<file path="src/rtl/fetch_sequencer.sv">
// Instruction fetch sequencer: walks the PC through request/response/handoff with
// redirect, misaligned-trap and halt handling.
module fetch_sequencer #(
  parameter int unsigned   N            = 64,
  parameter logic [N-1:0]  RESET_VECTOR = '0,
  parameter logic [N-1:0]  TRAP_VECTOR  = N'(64'h100)
) (
  input  logic          clk,
  input  logic          rst,
  input  logic          start,
  input  logic          halt,
  input  logic [N-1:0]  pc_out,
  output logic [N-1:0]  pc_in,
  output logic          imem_req,
  output logic [N-1:0]  imem_addr,
  input  logic          imem_gnt,
  input  logic          imem_rvalid,
  input  logic [31:0]   imem_rdata,
  output logic          instr_valid,
  output logic [31:0]   instr,
  output logic [N-1:0]  instr_pc,
  input  logic          instr_ready,
  input  logic          redirect_valid,
  input  logic [N-1:0]  redirect_target,
  output logic          misaligned_trap,
  output logic [31:0]   fetch_count,
  output logic [2:0]    state
);

  typedef enum logic [2:0] {
    ST_IDLE   = 3'd0,
    ST_REQ    = 3'd1,
    ST_WAIT   = 3'd2,
    ST_HOLD   = 3'd3,
    ST_DRAIN  = 3'd4,
    ST_HALTED = 3'd5
  } state_t;

  state_t state_q, state_d;
  logic   capture;
  logic   count_en;
  logic   trap_d;
  logic   active;
  logic   misaligned;

  assign state       = state_q;
  assign imem_req    = (state_q == ST_REQ);
  assign imem_addr   = pc_out;
  assign instr_valid = (state_q == ST_HOLD);

  assign active     = (state_q == ST_REQ) || (state_q == ST_WAIT) ||
                      (state_q == ST_HOLD) || (state_q == ST_DRAIN);
  assign misaligned = (redirect_target[1:0] != 2'b00);

  // Next-state and PC selection; a redirect in an active state overrides everything else.
  always_comb begin
    state_d  = state_q;
    pc_in    = pc_out;
    capture  = 1'b0;
    count_en = 1'b0;
    trap_d   = 1'b0;

    case (state_q)
      ST_IDLE: begin
        pc_in = RESET_VECTOR;
        if (start) state_d = ST_REQ;
      end
      ST_HALTED: begin
        if (start) state_d = ST_REQ;
      end
      ST_REQ: begin
        if (redirect_valid)  state_d = imem_gnt ? ST_DRAIN : ST_REQ;
        else if (imem_gnt)   state_d = ST_WAIT;
        else if (halt)       state_d = ST_HALTED;
      end
      ST_WAIT: begin
        if (redirect_valid) begin
          state_d = ST_DRAIN;
        end else if (imem_rvalid) begin
          capture = 1'b1;
          state_d = ST_HOLD;
        end
      end
      ST_HOLD: begin
        if (redirect_valid) begin
          state_d = ST_REQ;
        end else if (instr_ready) begin
          pc_in    = pc_out + N'(4);
          count_en = 1'b1;
          state_d  = halt ? ST_HALTED : ST_REQ;
        end
      end
      ST_DRAIN: begin
        if (!redirect_valid && imem_rvalid) state_d = ST_REQ;
      end
      default: state_d = ST_IDLE;
    endcase

    if (active && redirect_valid) begin
      pc_in  = misaligned ? TRAP_VECTOR : redirect_target;
      trap_d = misaligned;
    end
  end

  always_ff @(posedge clk or posedge rst) begin
    if (rst) state_q <= ST_IDLE;
    else     state_q <= state_d;
  end

  // Held instruction, handoff counter and trap pulse.
  always_ff @(posedge clk or posedge rst) begin
    if (rst) begin
      instr           <= '0;
      instr_pc        <= '0;
      fetch_count     <= '0;
      misaligned_trap <= 1'b0;
    end else begin
      misaligned_trap <= trap_d;
      if (capture) begin
        instr    <= imem_rdata;
        instr_pc <= pc_out;
      end
      if (count_en) fetch_count <= fetch_count + 32'd1;
    end
  end

endmodule

</file>
<file path="config.mk">
export PLATFORM = sky130hd
export DESIGN_NAME = fetch_sequencer
export DESIGN_NICKNAME = d
export VERILOG_FILES = /design/src/rtl/fetch_sequencer.sv
export SDC_FILE = /design/constraint.sdc
export NUM_CORES = 1
export LEC_CHECK = 0
export ABC_AREA = 1
export CORE_ASPECT_RATIO = 0.8
export CORE_UTILIZATION = 30
export CTS_BUF_LIST = sky130_fd_sc_hd__clkbuf_2
export DETAILED_ROUTE_END_ITERATION = 8
export PLACE_DENSITY = 0.73
export SYNTH_ARGS = -nofsm -noshare
export SYNTH_HDL_FRONTEND = slang
export SYNTH_SLANG_ARGS = --single-unit
</file>
<file path="constraint.sdc">
create_clock -name clk -period 5.65 [get_ports clk]
set_input_delay 1.695 -clock clk [delete_from_list [all_inputs] [get_ports clk]]
set_output_delay 1.695 -clock clk [all_outputs]
set_load 0.02 [all_outputs]
</file>
# [Word-level counts from Yosys, hierarchy flattened]
# Index checks and enable logic that the tools add are counted.
# Widths: inputs -> output; s select.
[op_classes] addsub=2 reduce_logical=10 n_mux=24 eq_ne=10
[ops] cell="$mux 64" n=4
[ops] cell="$pmux 64 s2" n=1
[ops] cell="$add 64x3->64 const B" n=1
[ops] cell="$mux 3" n=11
[ops] cell="$add 32x1->32 const B" n=1
[ops] cell="$pmux 3 s5" n=1
[ops] cell="$mux 1" n=7
[ops] cell="$eq 3x2->1 const B" n=2
[ops] cell="$eq 3x3->1 const B" n=2
[ops] cell="$reduce_and 5->1" n=1
[ops] cell="$ne 2x1->1 const B" n=2
[ops] cell="$ne 4x2->1 const B" n=1
[ops] cell="$eq 3x1->1 const B" n=1
[ops] cell="$logic_not 3->1" n=1
[ops] cell="$logic_or 1x1->1" n=3
[ops] cell="$ne 3x1->1 const B" n=1
[ops] cell="$ne 3x3->1 const B" n=1
[ops] cell="$logic_and 1x1->1" n=2
[ops] cell="$reduce_bool 2->1" n=1
[ops] cell="$reduce_or 2->1" n=1
[ops] cell="$logic_not 1->1" n=1
[totals] word_cells=51 in_bits=168 reg_bits=132

# [Logic depth before layout (Yosys ltp)]
# Gate-level depths: netlist (run 1).
[logic_depth] depth_word=6 mapped_depth=12 mapped_depth_nobuf=11

# [Least setup slack after synthesis (run 1)]
# Ideal clock, no wire load.
[synth_path] path_kind="input to output" from="input pc_out[2]" to="output pc_in[30]" n_path_buf=0 t_arrival_ns=3.213 slack_ns=0.742 stages=11 t_required_ns=3.955 cell_sequence="ha_1 inv_1 nor2_1 nand2_1 nor2_4 nand3_1 nor2_1 nand2_1 o21ai_0 nand2_1 o21ai_0"
[synth_between] elab_chain_len=5
[synth_rtl] item="start, declared" line_no="12" rtl="input logic [N-1:0] pc_out,"
[synth_rtl] item="$add 64x3->64" line_no="88" rtl="pc_in = pc_out + N'(4);"
[synth_rtl] item="$mux 64" line_no="87" rtl="end else if (instr_ready) begin"
[synth_rtl] item="$mux 64" line_no="85" rtl="if (redirect_valid) begin"
[synth_rtl] item="$pmux 64 s2" line_no="63" rtl="case (state_q)"
[synth_rtl] item="$mux 64" line_no="99" rtl="if (active && redirect_valid) begin"
[synth_rtl] item="end, declared" line_no="13" rtl="output logic [N-1:0] pc_in,"
# No other way between the ends.

# [Worst setup path after layout (run 1)]
[layout_path] from="input instr_ready" to="output pc_in[55]"
[layout_between] elab_chain_len=4
[layout_rtl] item="start, declared" line_no="22" rtl="input logic instr_ready,"
[layout_rtl] item="$mux 64" line_no="87"
[layout_rtl] item="$mux 64" line_no="85"
[layout_rtl] item="$pmux 64 s2" line_no="63"
[layout_rtl] item="$mux 64" line_no="99"
# No other way between the ends.

==> results.toml, run 1 <==
[outcome]
status = "finished, final reports clean"

[power_and_ir_drop]
p_switching_w = 0.00226
leakage_nw = 7.19
p_clk_share_pct = 12.2
peakVddDrop_mv = 0.211
pwr-share-comb_pct = 59.5
p_seq_share_pct = 28.3
p_int_w = 0.00265
switching_share_pct = 46.0
power_density_nw_per_um2 = 326

[finish]
syn_to_final_growth_pct = 66.9
postLayoutCellArea_sq_um = 15000
layout-drive-gt1-share_pct = 20.0
nNetsFinal = 1983

[synth]
ys_async_sr_fraction_pct = 100
synthTopCellsByArea = "dfrtp_1, nand2_1, o21ai_0, nand3_1, mux2_2"
yosysSeqAreaShare_pct = 36.6
synth_top_family_by_area = "simple AND/OR/NAND/NOR gates"
synth-simple-area-share_pct = 32.6
ys_ff_latch = 132
synth_edf_count = 0
synth_top_area_share_pct = 36.6
synth.mux.area_fraction_pct = 5.37
ys.flop_type = "dfrtp_1"
netlist_area_sq_um = 9010
synth_compound_area_share_pct = 9.31
avgSynthCellArea_sq_um = 7.09
synth.largest_area_cell = "dfrtp_1"
synth_cell_types = 41
synthAdderAreaFrac_pct = 0.555
netlist_instances = 1271
syn_nets = 1443
synthXorXnorAreaFrac_pct = 2.62
yosysWarnings = 0

[floorplan]
core_sq_um = 29400
die_h_um = 157
ios = 430
start_util_pct = 30.6
row_count = 56
die_x_um = 196
dieArea_sq_um = 30700

[timing]
fmax_mhz = 180
timing.setup.tns_ns = 0
fin_skew_ns = 0.0429
fin_crit_ns = 5.55
grt_setup_unrepaired = "true"
drv_slew = 0
finalHoldViolCount = 0
fin_crit_sh_pct = 98.2
max_slew_margin_pct = 48.1
tightest_slew_ns = 0.779
final-setup-viol-count = 0

[critical_path]
cp-start-kind = "input pin"
worst_ep_arrival_time_ns = 3.85
r2r_cells = 5
cp.required_ns = 3.95
cp-end-kind = "primary output"
r2r_start = "state[1]"
crit_start = "instr_ready"
cp-endpoint = "pc_in[55]"
worst-setup-path-type = "in -> out"
reg2reg_to = "instr[5]"
cp_max_fo = 2
ff2ff_setup_slack_ns = 3.03

[hold_path]
min_path_type = "reg -> reg"

[routing]
viasPerCell = 4.87
ant_nets = 0
drc_errors = 0
routed_wl_um = 40600
dr.pass1.iters = 7
detail_route.wl_per_cell_um = 18.4
vias = 10737
drtIter0Drc = 668

[cts]
clkTransAtPathRegs_ns = 0.18
clock_latency_ns = 0.79
cts_made_buffers = 17
htree_levels = 4
clock_path_buffers = 2
root_buffer = "clkbuf_2"
ctsHoldBuffers = 0
clock_sinks = 132
cts_tree = "yes"

[grt]
grt_max_degree = 82
antenna_found_initial = 3
track_usage_pct = 26.0
grt_pass1_wl_um = 60300
first_global_vias = 10268
overflow = 0

[placed_design]
dp_hpwl_um = 32100
place_area_sq_um = 14600
gp_congestion = 0.921
io_buffers = 429

[job]
maxCapViolCount = 0
-- cell usage after synthesis, types with 3 or more instances --
cell type,n
a32o_1,3
buf_1,5
buf_2,15
buf_4,64
clkbuf_1,21
dfrtp_1,132
ha_1,4
inv_1,128
inv_2,4
mux2_2,43
nand2_1,363
nand2_2,3
nand3_1,102
nand4_1,38
nor2_1,115
nor2_2,4
nor2_4,6
nor3_1,32
nor3_2,3
o211ai_1,17
o21ai_0,113
o22ai_1,7
o31ai_1,3
xnor2_1,10
xor2_1,17
-- cells by family after synthesis --
kind of cell    after synthesis
mux                          43
fa+ha+maj                     4
xor+xnor                     27
simple gates                677
buf+inv                     238
compound gates              150
flops                       132
-- critical path, cell delays in order --
cell	delay (ns)
clkdlybuf4s50_1	0.49
buf_4	0.14
inv_1	0.06
nor2_1	0.16
nand2_1	0.10
nand3b_1	0.24
nor3_4	0.23
buf_4	0.14
buf_4	0.10
nand3_1	0.06
nand3_1	0.12
nand2_1	0.06
clkdlybuf4s15_2	0.25
-- cells in the final DEF (no fill, tap or decap), types with 26 or more instances in the layout --
cell type	synthesis	routed
clkdlybuf4s50_1	0	350
dlygate4sd2_1	0	38
mux2_2	43	43
clkbuf_2	0	32
nand2_1	363	356
nand4_1	38	38
nor2_1	115	100
nor3_1	32	26
dfrtp_1	132	132
o21ai_0	113	109
inv_1	128	123
buf_4	64	195
nand3_1	102	95
-- worst min path at each step --
stage / endpoint / slack (ns) / depth (start not counted) / start
2_1_floorplan: instr_pc[55] / 0.59 / 2 / instr_pc[55]
3_3_place_gp: instr_pc[13] / 0.47 / 2 / instr_pc[13]
3_5_place_dp: instr_pc[44] / 0.47 / 2 / instr_pc[44]
4_1_cts: instr_pc[54] / 0.52 / 2 / instr_pc[54]
5_1_grt: instr_pc[9] / 0.54 / 2 / instr_pc[9]
6_report: instr_pc[54] / 0.51 / 2 / instr_pc[54]
-- cell type report --
type,count,area (sq um)
diodes,2,5.00
clock buffers,17,85.1
clock inverters,15,144
fillers,2890,14400
inverters,132,500
multi-input cells,901,4750
flip-flops and latches,132,3300
well taps,377,472
repair buffers,627,5780
-- what timing repair did --
item	in CTS	in global routing
pin swaps	8	14
resized for setup	93	88
cloned	2	0
setup buffers	3	6
endpoints found under the setup margin	54	48
-- flip-flops by register name (all words and copies together) (netlist names) --
register and flops:
instr_pc 64, fetch_count 32, state 3, instr 32, misaligned_trap 1
-- power by group through the flow --
stage	clock network (W)	logic [W]	registers, W
floorplan	0	0.00109	0.00175
global placement	0	0.00299	0.00139
detailed placement	0	0.00302	0.00141
CTS	0.000629	0.00294	0.00139
global route	0.000662	0.00311	0.00143
finish	0.000602	0.00292	0.00139
-- metal layers --
metal,vias up,wire length [um],GRT usage (%)
met5,-,17,0
met4,2,629,6.44
met3,37,3220,6.19
met2,417,18400,41.7
met1,5084,18400,35.2
li1,5197,-,-
-- per-stage QoR --
stage | utilization, % | instances | hold slack [ns] | total power [W] | setup slack [ns]
2_1_floorplan | - | 1271 | 0.592 | 0.00284 | 0.429
3_3_place_gp | 49.6 | 2158 | 0.466 | 0.00439 | -0.442
3_5_place_dp | 49.6 | 2158 | 0.472 | 0.00443 | -0.447
4_1_cts | 50.7 | 2195 | 0.519 | 0.00495 | 0.00130
5_1_grt | 51.1 | 2203 | 0.542 | 0.00519 | -0.0167
6_report | 51.1 | 2203 | 0.513 | 0.00491 | 0.103
Power figures use the tool's default switching activity.
==> run 2: changes to the inputs <==
--- a/config.mk
+++ b/config.mk
@@ -10,7 +10,7 @@
 export CORE_UTILIZATION = 30
 export CTS_BUF_LIST = sky130_fd_sc_hd__clkbuf_2
 export DETAILED_ROUTE_END_ITERATION = 8
-export PLACE_DENSITY = 0.73
+export PLACE_DENSITY_LB_ADDON = 0.3
 export SYNTH_ARGS = -nofsm -noshare
 export SYNTH_HDL_FRONTEND = slang
 export SYNTH_SLANG_ARGS = --single-unit
==> constraint.sdc (replaced) <==
create_clock -name clk -period 5.65 [get_ports clk]
set_input_delay 1.695 -clock clk [delete_from_list [all_inputs] [get_ports clk]]
set_output_delay 1.695 -clock clk [all_outputs]
set_load 0.05 [all_outputs]
==> run 2 against run 1 <==
Against the previous run: cell area down 1.2%; sequential power hardly changed; first-iteration DRC count grew 26%; register-to-register slack better by 0.18 ns; utilization down 0.60 points; sequential share of layout area increased by 0.26 points; global-route usage is 0.61 points lower; count of clock-buffer cells in the layout is 2 higher; clock power down 0.7%; critical path type unchanged.
==> results.toml, run 2 (synthesized netlist as in run 1, its figures left out) <==
[finish]
largest-register = "instr_pc"
top_regs = "instr_pc (64), fetch_count (32), instr (32)"
largest_reg_flops = 64
syn_to_final_growth_pct = 65.0
final_cell_mix = "nand2_1, clkdlybuf4s50_1, dfrtp_1"
final_common_cell = "nand2_1"
final_util_pct = 50.5
nNetsFinal = 1877
postLayoutCellArea_sq_um = 14900
layout-drive-gt1-share_pct = 16.7

[outcome]
status = "finished, final reports clean"

[critical_path]
cp.required_ns = 3.95
worst_ep_arrival_time_ns = 3.85
cp-end-kind = "primary output"
worst-setup-path-type = "in -> out"
cp-start-kind = "input pin"
cp_max_fo = 5

[cts]
htree_levels = 4
clock_latency_ns = 0.77
cts_tree = "yes"
root_buffer = "clkbuf_2"
cts_made_buffers = 17
clock_sinks = 132
ctsHoldBuffers = 0
clkTransAtPathRegs_ns = 0.18
clock_path_buffers = 2

[timing]
timing.setup.tns_ns = 0
fin_crit_sh_pct = 98.2
max_slew_margin_pct = 35.1
finalHoldViolCount = 0
fin_crit_ns = 5.55
layout_setup_ws_ns = 0.103
fin_skew_ns = 0.0567
final-setup-viol-count = 0
drv_slew = 0
tightest_slew_ns = 0.973
fmax_mhz = 180

[placed_design]
post-place-ws_ns = -0.104
dp_hpwl_um = 31300
place_area_sq_um = 14500
gp_congestion = 0.910
io_buffers = 429

[power_and_ir_drop]
leakage_nw = 6.84
power_density_nw_per_um2 = 445
peakVddDrop_mv = 0.288

[grt]
antenna_found_initial = 1
first_global_vias = 10089
grt_pass1_wl_um = 59000
overflow = 0
track_usage_pct = 25.4
grt_max_degree = 98

[routing]
drc_errors = 0
detail_route.wl_per_cell_um = 18.9
drtIter0Drc = 845
vias = 10333
viasPerCell = 4.93
routed_wl_um = 39500
dr.pass1.iters = 6
ant_nets = 0

[floorplan]
start_util_pct = 30.6
die_h_um = 157
dieArea_sq_um = 30700
die_x_um = 196
core_sq_um = 29400
row_count = 56
ios = 430

[job]
maxCapViolCount = 0

[hold_path]
min_path_type = "reg -> reg"
[run 2: cell count changes in the layout (fill, tap and decap cells not counted), moves of 3 or more]
cell / change
buf_4: -106
buf_12: +59
dlygate4sd2_1: -37
clkbuf_2: -13
dlymetal6s2s_1: +5
clkdlybuf4s15_1: -3
clkdlybuf4s15_2: -3
inv_1: +3
inv_2: -3
o21ai_1: -3
[run 2: what timing repair did]
action                                  in CTS  in global routing
endpoints found under the hold margin        0                  0
pin swaps                                    0                 12
endpoints found under the setup margin      14                 44
setup buffers                                0                  1
gates resized for setup                      6                 52
[run 2: power breakdown]
group	internal [W]	total (W)	leakage [nW]	switching (W)
combinational	0.00171	0.00463	4.99	0.00292
sequential	0.00122	0.00139	1.72	0.000167
clock	0.000169	0.000598	0.132	0.000429
[run 2: path summary, 6_finish.rpt]
| check | slack [ns] | depth (start not counted) | from | to |
|---|---|---|---|---|
| max | 0.10 | 15 | pc_out[2] | pc_in[52] |
| min | 0.51 | 2 | instr_pc[1] | instr_pc[1] |
| max reg2reg | 3.21 | 10 | state[2] | fetch_count[22] |
| min reg2reg | 0.51 | 2 | instr_pc[1] | instr_pc[1] |
| max in group asynchronous | 3.23 | 3 | rst | instr_pc[51] |
| min in group asynchronous | 1.43 | 2 | rst | instr_pc[26] |
[run 2: metal layers]
layer  GRT usage, %  wire length (um)  part of all wire, %  vias up
met5              0                 0                    0        -
met4           6.70               569                  1.4        0
met3           7.65              3670                  9.3       36
met2           39.0             17400                   44      458
met1           34.5             18000                   45     4884
li1               -                 -                    -     4955
[run 2: layout make-up]
cell class	instances	area, sq um
clock buffers	19	95.1
inverters	132	500
multi-input cells	901	4700
well taps	377	472
repair buffers	521	5670
flip-flops and latches	132	3300
clock inverters	13	124
fillers	2849	14600
diodes	1	2.50
[run 2: per-stage QoR]
step | power, W | hold WS [ns] | std cells
5_1_grt | 0.00692 | 0.544 | 2096
3_3_place_gp | 0.00602 | 0.467 | 2062
3_5_place_dp | 0.00604 | 0.472 | 2062
4_1_cts | 0.00667 | 0.519 | 2094
6_report | 0.00662 | 0.510 | 2096
2_1_floorplan | 0.00400 | 0.775 | 1271
[run 2: worst max-delay path: stages]
cell and delay [ns]:
clkdlybuf4s50_1 0.49, ha_2 0.18, inv_1 0.07, nor2_4 0.13
nand2_2 0.09, nor2_4 0.17, buf_6 0.14, nand4_4 0.13
nor2_2 0.12, buf_6 0.14, nand2_1 0.05, nand2_1 0.07
nand3_1 0.09, nand2_1 0.13, buf_12 0.14
